File: src/rtl/wb_master_ctrl.sv
// Wishbone classic single-transfer master: one command in flight, REQ->STB 1 cycle, DONE/ERR one cycle after ACK/ERR; requester waits on BUSY.
// Optional watchdog abort when WB_MASTER_TIMEOUT_EN is defined; otherwise BUS waits indefinitely and TMO_OUTPUT stays 0.
module wb_master_ctrl #(
    parameter int DATA_WIDTH     = 64,
    parameter int ADDR_WIDTH     = 8,
    parameter int TIMEOUT_CYCLES = 16
) (
    input  logic                  CLK_I,
    input  logic                  RST_I,
    input  logic                  REQ_INPUT,
    input  logic                  WE_INPUT,
    input  logic [ADDR_WIDTH-1:0] ADR_INPUT,
    input  logic [DATA_WIDTH-1:0] DATA_INPUT,
    output logic                  BUSY_OUTPUT,
    output logic                  DONE_OUTPUT,
    output logic                  ERR_OUTPUT,
    output logic                  TMO_OUTPUT,
    output logic [DATA_WIDTH-1:0] DATA_OUTPUT,
    output logic                  CYC_O,
    output logic                  STB_O,
    output logic                  WE_O,
    output logic [ADDR_WIDTH-1:0] ADR_O,
    output logic [DATA_WIDTH-1:0] DAT_O,
    input  logic [DATA_WIDTH-1:0] DAT_I,
    input  logic                  ACK_I,
    input  logic                  ERR_I
);

    typedef enum logic {S_IDLE = 1'b0, S_BUS = 1'b1} state_t;

    state_t                r_state;
    state_t                w_next;
    logic                  r_we;
    logic [ADDR_WIDTH-1:0] r_adr;
    logic [DATA_WIDTH-1:0] r_dat;
    logic [DATA_WIDTH-1:0] r_rdata;
    logic                  r_done;
    logic                  r_err;
    logic                  r_tmo;
    logic                  w_bus;
    logic                  w_timeout;
    logic                  w_accept;

    if (TIMEOUT_CYCLES < 1 || TIMEOUT_CYCLES > 255) begin : g_bad_timeout
        $error("TIMEOUT_CYCLES must be in 1..255");
    end

    assign w_accept = (r_state == S_IDLE) && REQ_INPUT;

`ifdef WB_MASTER_TIMEOUT_EN
    localparam logic [7:0] LP_WD_LAST = 8'(TIMEOUT_CYCLES - 1);
    logic [7:0] r_wd_cnt;

    always_ff @(posedge CLK_I) begin
        if (RST_I) begin
            r_wd_cnt <= 8'd0;
        end else if (w_accept) begin
            r_wd_cnt <= 8'd0;
        end else if (r_state == S_BUS && !ACK_I && !ERR_I) begin
            r_wd_cnt <= r_wd_cnt + 8'd1;
        end
    end

    // Expires at the edge where the count would reach TIMEOUT_CYCLES.
    assign w_timeout = (r_wd_cnt == LP_WD_LAST);
`else
    assign w_timeout = 1'b0;
`endif

    always_ff @(posedge CLK_I) begin
        if (RST_I) begin
            r_state <= S_IDLE;
        end else begin
            r_state <= w_next;
        end
    end

    always_comb begin
        w_next = r_state;
        case (r_state)
            S_IDLE: if (REQ_INPUT) w_next = S_BUS;
            S_BUS:  if (ERR_I || ACK_I || w_timeout) w_next = S_IDLE;
            default: w_next = S_IDLE;
        endcase
    end

    always_comb begin
        w_bus = 1'b0;
        if (r_state == S_BUS) w_bus = 1'b1;
    end

    always_ff @(posedge CLK_I) begin
        if (RST_I) begin
            r_we    <= 1'b0;
            r_adr   <= '0;
            r_dat   <= '0;
            r_rdata <= '0;
            r_done  <= 1'b0;
            r_err   <= 1'b0;
            r_tmo   <= 1'b0;
        end else begin
            r_done <= 1'b0;
            r_err  <= 1'b0;
            r_tmo  <= 1'b0;
            if (w_accept) begin
                r_we  <= WE_INPUT;
                r_adr <= ADR_INPUT;
                r_dat <= DATA_INPUT;
            end
            if (r_state == S_BUS) begin
                // ERR outranks ACK, and ACK outranks a watchdog expiry on the same edge.
                if (ERR_I) begin
                    r_err <= 1'b1;
                end else if (ACK_I) begin
                    r_done <= 1'b1;
                    if (!r_we) r_rdata <= DAT_I;
                end else if (w_timeout) begin
                    r_err <= 1'b1;
                    r_tmo <= 1'b1;
                end
            end
        end
    end

    assign CYC_O       = w_bus;
    assign STB_O       = w_bus;
    assign BUSY_OUTPUT = w_bus;
    assign WE_O        = r_we;
    assign ADR_O       = r_adr;
    assign DAT_O       = r_dat;
    assign DATA_OUTPUT = r_rdata;
    assign DONE_OUTPUT = r_done;
    assign ERR_OUTPUT  = r_err;
    assign TMO_OUTPUT  = r_tmo;

endmodule

File: config.mk
export PLATFORM = sky130hd
export DESIGN_NAME = wb_master_ctrl
export DESIGN_NICKNAME = d
export VERILOG_FILES = /design/src/rtl/wb_master_ctrl.sv
export SDC_FILE = /design/constraint.sdc
export NUM_CORES = 1
export LEC_CHECK = 0
export ABC_AREA = 1
export CAP_MARGIN = 0
export CORE_MARGIN = 4
export CORE_UTILIZATION = 41
export CTS_CLUSTER_DIAMETER = 40
export CTS_CLUSTER_SIZE = 8
export DETAILED_ROUTE_END_ITERATION = 6
export PLACE_DENSITY_LB_ADDON = 0.05
export SKIP_LAST_GASP = 1
export SYNTH_ARGS = -nofsm -noshare
export SYNTH_HDL_FRONTEND = slang
export SYNTH_SLANG_ARGS = --single-unit
File: constraint.sdc
create_clock -name CLK_I -period 1.15 [get_ports CLK_I]
set_input_delay 0.23 -clock CLK_I [delete_from_list [all_inputs] [get_ports CLK_I]]
set_output_delay 0.23 -clock CLK_I [all_outputs]
set_load 0.02 [all_outputs]
### Yosys cells after proc, flatten, opt, wreduce, memory -nomap -nowiden

Cells that the tools add are included.

* bits in registers: 140
* input port bits: 142
* output and inout bits: 143
* logic and storage cells: 21

* multiplexer cells: 6
* bitwise logic cells: 3
* reduce and logical (&&, ||, !) cells: 5

Operators by type and width (count)
* 1-bit two-way mux: 5
* 4-bit AND reduction: 1
* 1-bit inverter: 3
* 3-bit OR reduction: 1
* 1-bit case mux with 2 select lines: 1
* 2-bit OR reduction: 1
* 1-bit logical AND: 1
* 1-bit logical OR: 1

### Logic depth before layout (Yosys ltp)

Gate-level depths: netlist of run 1.

* depth after elaboration: 3
* mapped depth: 7
* gate-level depth less buffers: 5

### Worst setup path before layout of run 1

No wires, ideal clock.

* path type: register to register
* start: reg r_state
* end: reg r_rdata[57], in the netlist DATA_OUTPUT[57]
* setup time: 115 ps
* arrival time: 1117 ps
* required time: 1035 ps
* slack: -82 ps
* stages on the path, launching flop included: 8
* path buffers: 2
* clock period less this slack: 1232 ps
* cell sequence: dfxtp_1 -> nand2_1 -> inv_2 -> buf_12 -> buf_6 -> nand3_1 -> nand2_1 -> nor2_1

* word-level cells in the longest chain between the ends: 1

Ends and longest elaborated chain
* from (decl): RTL line 31 `state_t r_state;`
* from (signal assigned): RTL line 74 `r_state <= w_next;`
* 4-bit AND reduction (no line)
* to (signal assigned): RTL line 97 `r_rdata <= '0;`
* to (signal assigned): RTL line 116 `if (!r_we) r_rdata <= DAT_I;`
* to (decl): RTL line 36 `logic [DATA_WIDTH-1:0] r_rdata;`

Every way passes these cells.
A chain may end at the register's enable or synchronous reset.

### Worst setup path in the final report of run 1

* start: reg r_we, in the netlist WE_O
* end: reg r_rdata[60], in the netlist DATA_OUTPUT[60]

* word-level cells in the longest chain between the ends: 2

Ends and longest elaborated chain
* from (decl): RTL line 33 `logic r_we;`
* from (signal assigned): RTL line 94 `r_we <= 1'b0;`
* from (signal assigned): RTL line 106 `r_we <= WE_INPUT;`
* 1-bit inverter (no line)
* 4-bit AND reduction (no line)

Every way passes these cells.

==> impl_metrics.env, run 1 <==
export IMPL_syn_to_final_growth_pct=75.6
export IMPL_clk_path_buf_depth=2
export IMPL_dr_total_vias=5846
export IMPL_cp_arrival_ns=1.62
export IMPL_routedWlPerCell_um=14.8
export IMPL_synth_fp_nets=896
export IMPL_drive_above_1_share=0.395
export IMPL_grt_max_degree=61
export IMPL_start_kind="flip-flop"
export IMPL_final_util=0.733
export IMPL_fin_skew_ns=0.00536
export IMPL_slowest_stage="dfxtp_2"
export IMPL_ioPinCount=285
export IMPL_seq_area_frac_synth=0.485
export IMPL_drtIter0Drc=362
export IMPL_first_pass_iters=6
export IMPL_post_route_period_util=1.11
export IMPL_synth_seq_cells=140
export IMPL_syn_area_um2=5770
export IMPL_critPathKind="flip-flop to flip-flop"
export IMPL_synth_top_area_share=0.485
export IMPL_worst_slack_ns=-0.131
export IMPL_grt_pass1_vias=5372
export IMPL_netlist_instances=754
export IMPL_htree_levels=4
export IMPL_dieArea_um2=16000
export IMPL_die_w_um=127
export IMPL_yosys_top_cells_area="dfxtp_1 (49%), nor2_1 (14%), a21oi_2 (6.7%)"
export IMPL_routabilityCongestion=0.754
export IMPL_cpPeakStageDelay_ns=0.32
export IMPL_placed_area_um2=9050
export IMPL_yosys_area_top_type="dfxtp_1"
export IMPL_final_min_clock_period_ns=1.28
export IMPL_hold_slack_ns=0.411
export IMPL_cts_buffers=17
export IMPL_maxCapViolCount=0
export IMPL_routed_via_density=4.60
export IMPL_finalWirelength_um=18700
export IMPL_status="finished with violations"
export IMPL_numPortBuffers=283
export IMPL_critPathRequiredTime_ns=1.49
export IMPL_finalSetupViolCount=68
export IMPL_drv_slew=0
export IMPL_grt_overflow_total=0
export IMPL_min_path_type="input pin to flip-flop"
export IMPL_drc=0
export IMPL_clk_latency_ns=0.41
export IMPL_vdd_drop_max_mv=1.06
export IMPL_fin_area_um2=10100
export IMPL_static_leakage_power_nw=4.62
export IMPL_final_nets=1218
export IMPL_powerDensity_nw_per_um2=1350
export IMPL_yosysUniqueCellTypes=21
export IMPL_start_util=0.418
export IMPL_rows=43
export IMPL_antenna_found_initial=1
export IMPL_clk_pin_slew_ns=0.06
export IMPL_cts_tree="yes"
export IMPL_cts_root_buf="clkbuf_16"
export IMPL_failed_checks="setup timing"
export IMPL_crit_fanout=7
export IMPL_grt_use_total=0.211
export IMPL_cts_sinks=140
export IMPL_mostFrequentLayoutCell="nor2_1"
export IMPL_path_cells="buf_6, nor2_4, buf_12, buf_4, clkbuf_16, a21oi_1, nor2_1"
export IMPL_grt_first_pass_wirelength_um=27000
export IMPL_ant_nets=0
export IMPL_syn_avg_cell_area_um2=7.66
export IMPL_dpl_hpwl_um=12600
export IMPL_max_freq_mhz=780
export IMPL_yosysWarnings=0
export IMPL_end_kind="flip-flop"
export IMPL_coreArea_um2=13800
export IMPL_rsz0062_at_grt="true"
export IMPL_finalHoldViolations=0
export IMPL_layout_common_cells="nor2_1 (209), clkdlybuf4s50_1 (141), dfxtp_2 (115)"
export IMPL_die_h_um=127
[synthesized netlist by cell type]
library cell and n:
o21ai_0 57, dfxtp_1 140, buf_2 27, buf_8 4, nand3_1 65, buf_6 10, a21oi_1 21, nand2_2 1
nor2_2 1, nand2_1 65, nor3_1 1, clkbuf_1 1, buf_12 1, inv_1 66, a21oi_2 44, nor2_1 210
o21ai_1 16, nor4_1 1, conb_1 1, inv_2 4, buf_4 18
[stage by stage]
| stage | setup WS [ns] | TNS, ns | power (W) | cells |
|---|---|---|---|---|
| after floorplan | 0.00788 | 0 | 0.00663 | 754 |
| after global placement | -0.387 | -45.39 | 0.00796 | 1225 |
| after detailed placement | -0.410 | -45.82 | 0.00798 | 1225 |
| after CTS | -0.126 | -5.06 | 0.0134 | 1258 |
| after global routing | -0.194 | -9.91 | 0.0142 | 1270 |
| final | -0.131 | -5.75 | 0.0137 | 1270 |
[cell families (layout without fill, tap and decap cells)]
family,after synthesis,after routing,synth area share
compound gates,138,138,0.148
buf+inv,131,466,0.126
flops,140,140,0.485
other cells,1,2,0.000650
simple gates,344,344,0.239
[path summary, 6_finish.rpt]
path,start,end,slack (ns),depth (start not counted)
min,DATA_INPUT[14],DAT_O[14]$_SDFFE_PP0P_,0.41,3
min reg2reg,DATA_OUTPUT[18]$_SDFFE_PP0P_,DATA_OUTPUT[18]$_SDFFE_PP0P_,0.47,2
max reg2reg,WE_O$_SDFFE_PP0P_,DATA_OUTPUT[60]$_SDFFE_PP0P_,-0.13,7
max,WE_O$_SDFFE_PP0P_,DATA_OUTPUT[60]$_SDFFE_PP0P_,-0.13,7
[sequential cells by signal (all words and copies together), names as in the netlist]
register,flops
DAT_O,64
ERR_OUTPUT,1
WE_O,1
DATA_OUTPUT,64
r_state,1
DONE_OUTPUT,1
ADR_O,8
[timing repair]
action,4_1_cts,5_1_grt
pin swaps,0,1
setup endpoints to repair,233,263
cloned,0,8
buffers inserted,1,3
hold endpoints to repair,0,0
hold buffers,0,0
gates resized for setup,696,234
[area by class of cell]
| class | instances | area, um^2 |
|---|---|---|
| diodes | 1 | 2.50 |
| repair buffers | 364 | 3790 |
| fillers | 1118 | 3690 |
| clock buffers | 22 | 484 |
| inverters | 70 | 272 |
| flip-flops and latches | 140 | 2950 |
| multi-input cells | 483 | 2310 |
| clock inverters | 10 | 114 |
| well taps | 180 | 225 |
[worst max-delay path, delay by kind of cell (launching register included)]
family	cells	cell delay, ns
AO/OA/AOI/OAI	1	0.06
AND/OR/NAND/NOR	2	0.26
buffers and inverters	4	0.55
flip-flops	1	0.32
[power by group]
part,internal (W),leakage [nW],switching (W)
Clock,0.00341,0.284,0.00206
Combinational,0.00148,3.14,0.00133
Sequential,0.00518,1.19,0.000188
[per-layer routing]
| layer | global-route usage | share of wire |
|---|---|---|
| met1 | 0.228 | 0.37 |
| met2 | 0.365 | 0.51 |
| met3 | 0.105 | 0.11 |
| met4 | 0.0637 | 0.012 |
| met5 | 0 | 0 |
(Power assumes the default switching activity.)
==> run 2: changes to the inputs <==
--- a/config.mk
+++ b/config.mk
@@ -9,6 +9,7 @@
 export CAP_MARGIN = 0
 export CORE_MARGIN = 4
 export CORE_UTILIZATION = 41
+export CTS_BUF_LIST = sky130_fd_sc_hd__clkbuf_16
 export CTS_CLUSTER_DIAMETER = 40
 export CTS_CLUSTER_SIZE = 8
 export DETAILED_ROUTE_END_ITERATION = 6
==> run 2 against run 1 <==
Net effect: the run still ends with setup timing left; worst setup slack got worse by 0.027 ns; non-clock buffer count shrank 3; fmax fell by 2.0%; routed wire length is 2.0% lower; first-iteration DRC count shrank 0.28%; clock skew barely moved; via count fell by 0.63%; die area unchanged; total power fell by 2.3%; utilization fell by 0.45 points; count of clock-buffer cells in the layout down 5; largest cell class unchanged.
==> impl_metrics.env, run 2 (same netlist as run 1, synthesis figures left out) <==
export IMPL_routed_via_density=4.58
export IMPL_dp_slack_ns=-0.410
export IMPL_layout_common_cells="nor2_1 (209), clkdlybuf4s50_1 (141), dfxtp_2 (113)"
export IMPL_clk_path_buf_depth=2
export IMPL_critPathKind="flip-flop to flip-flop"
export IMPL_dpl_hpwl_um=12600
export IMPL_drive_above_1_share=0.392
export IMPL_grt_overflow_total=0
export IMPL_htree_levels=4
export IMPL_finalHoldViolations=0
export IMPL_grt_first_pass_wirelength_um=26900
export IMPL_status="finished with violations"
export IMPL_final_nets=1215
export IMPL_routabilityCongestion=0.754
export IMPL_maxCapViolCount=0
export IMPL_dieArea_um2=16000
export IMPL_drtIter0Drc=361
export IMPL_antenna_found_initial=1
export IMPL_ioPinCount=285
export IMPL_clk_latency_ns=0.41
export IMPL_start_kind="flip-flop"
export IMPL_critPathRequiredTime_ns=1.45
export IMPL_grt_use_total=0.211
export IMPL_powerDensity_nw_per_um2=1320
export IMPL_rows=43
export IMPL_comb_power_share=0.208
export IMPL_finalSetupViolCount=68
export IMPL_rsz0062_at_grt="true"
export IMPL_cts_tree="yes"
export IMPL_clk_pin_slew_ns=0.06
export IMPL_p_seq_frac=0.403
export IMPL_worst_slack_ns=-0.158
export IMPL_coreArea_um2=13800
export IMPL_r2r_setup_slack_ns=-0.16
export IMPL_finalWirelength_um=18400
export IMPL_failed_checks="setup timing"
export IMPL_multi_input_area_um2=2320
export IMPL_numPortBuffers=283
export IMPL_crit_fanout=13
export IMPL_die_w_um=127
export IMPL_min_path_type="input pin to flip-flop"
export IMPL_cts_buffers=17
export IMPL_fill_cells=1135
export IMPL_intPower_w=0.00978
export IMPL_final_min_clock_period_ns=1.31
export IMPL_vdd_drop_max_mv=1.10
export IMPL_swShare=0.266
export IMPL_max_freq_mhz=765
export IMPL_mostFrequentLayoutCell="nor2_1"
export IMPL_grt_max_degree=61
export IMPL_first_pass_iters=6
export IMPL_drc=0
export IMPL_die_h_um=127
export IMPL_seqCellArea_um2=2950
export IMPL_start_util=0.418
export IMPL_hold_slack_ns=0.410
export IMPL_fin_skew_ns=0.00526
export IMPL_ant_nets=0
export IMPL_end_kind="flip-flop"
export IMPL_static_leakage_power_nw=4.58
export IMPL_cts_sinks=140
export IMPL_syn_to_final_growth_pct=74.6
export IMPL_cts_root_buf="clkbuf_16"
export IMPL_drv_slew=0
export IMPL_dr_total_vias=5809
export IMPL_post_route_period_util=1.14
export IMPL_switchingPower_w=0.00355
export IMPL_grt_pass1_vias=5361
export IMPL_power_share_clock=0.389
export IMPL_cp_arrival_ns=1.61
export IMPL_routedWlPerCell_um=14.5
==> run 2: metal layers <==
metal  vias to the layer above  global-route usage  share of wire
met5                         -                   0              0
met4                         0              0.0688          0.014
met3                        18               0.106           0.11
met2                       208               0.360           0.50
met1                      2576               0.227           0.37
li1                       3007                   -              -
==> run 2: worst paths after layout <==
check	start	to	depth (start not counted)
worst max register to register	WE_O$_SDFFE_PP0P_	DATA_OUTPUT[39]$_SDFFE_PP0P_	7
worst min-delay path	DATA_INPUT[24]	DAT_O[24]$_SDFFE_PP0P_	3
worst min register to register	DATA_OUTPUT[18]$_SDFFE_PP0P_	DATA_OUTPUT[18]$_SDFFE_PP0P_	2
worst max-delay path	WE_O$_SDFFE_PP0P_	DATA_OUTPUT[39]$_SDFFE_PP0P_	7
==> run 2: layout make-up <==
| class | instances | share of cell area |
|---|---|---|
| Inverter | 70 | 0.0267 |
| Antenna cell | 1 | 0.000248 |
| Clock buffer | 17 | 0.0422 |
| Multi-Input combinational cell | 483 | 0.231 |
| Sequential cell | 140 | 0.293 |
| Tap cell | 180 | 0.0223 |
| Timing Repair Buffer | 361 | 0.372 |
| Clock inverter | 15 | 0.0132 |
==> run 2: timing repair <==
action,in CTS,in global routing
endpoints found under the hold margin,0,0
hold buffers,0,0
gates cloned,0,7
setup buffers,1,1
pin swaps,0,1
resized for setup,679,247
endpoints found under the setup margin,232,268
==> run 2: power groups by stage <==
stage | Combinational (W) | Sequential, W | Clock [W]
6_report | 0.00278 | 0.00537 | 0.00518
5_1_grt | 0.00299 | 0.00541 | 0.00550
4_1_cts | 0.00250 | 0.00529 | 0.00527
3_5_place_dp | 0.00260 | 0.00539 | 0
3_3_place_gp | 0.00259 | 0.00537 | 0
2_1_floorplan | 0.000901 | 0.00573 | 0
==> run 2: per-stage QoR <==
| stage | utilization | TNS, ns | cell area (um^2) | instances | power [W] |
|---|---|---|---|---|---|
| 3_5_place_dp | 0.655 | -45.82 | 9050 | 1225 | 0.00798 |
| 5_1_grt | 0.729 | -9.29 | 10100 | 1267 | 0.0139 |
| 3_3_place_gp | 0.655 | -45.39 | 9050 | 1225 | 0.00796 |
| 4_1_cts | 0.671 | -5.02 | 9280 | 1258 | 0.0131 |
| 2_1_floorplan | - | 0 | 5770 | 754 | 0.00663 |
| 6_report | 0.729 | -4.61 | 10100 | 1267 | 0.0133 |
==> run 2: critical path, cell delays in order, from the launching register on <==
cell and delay (ns):
dfxtp_2 0.32, buf_6 0.11, nor2_4 0.16, buf_12 0.19, clkbuf_16 0.20, nand3_1 0.10, nand2_1 0.07, nor2_1 0.04
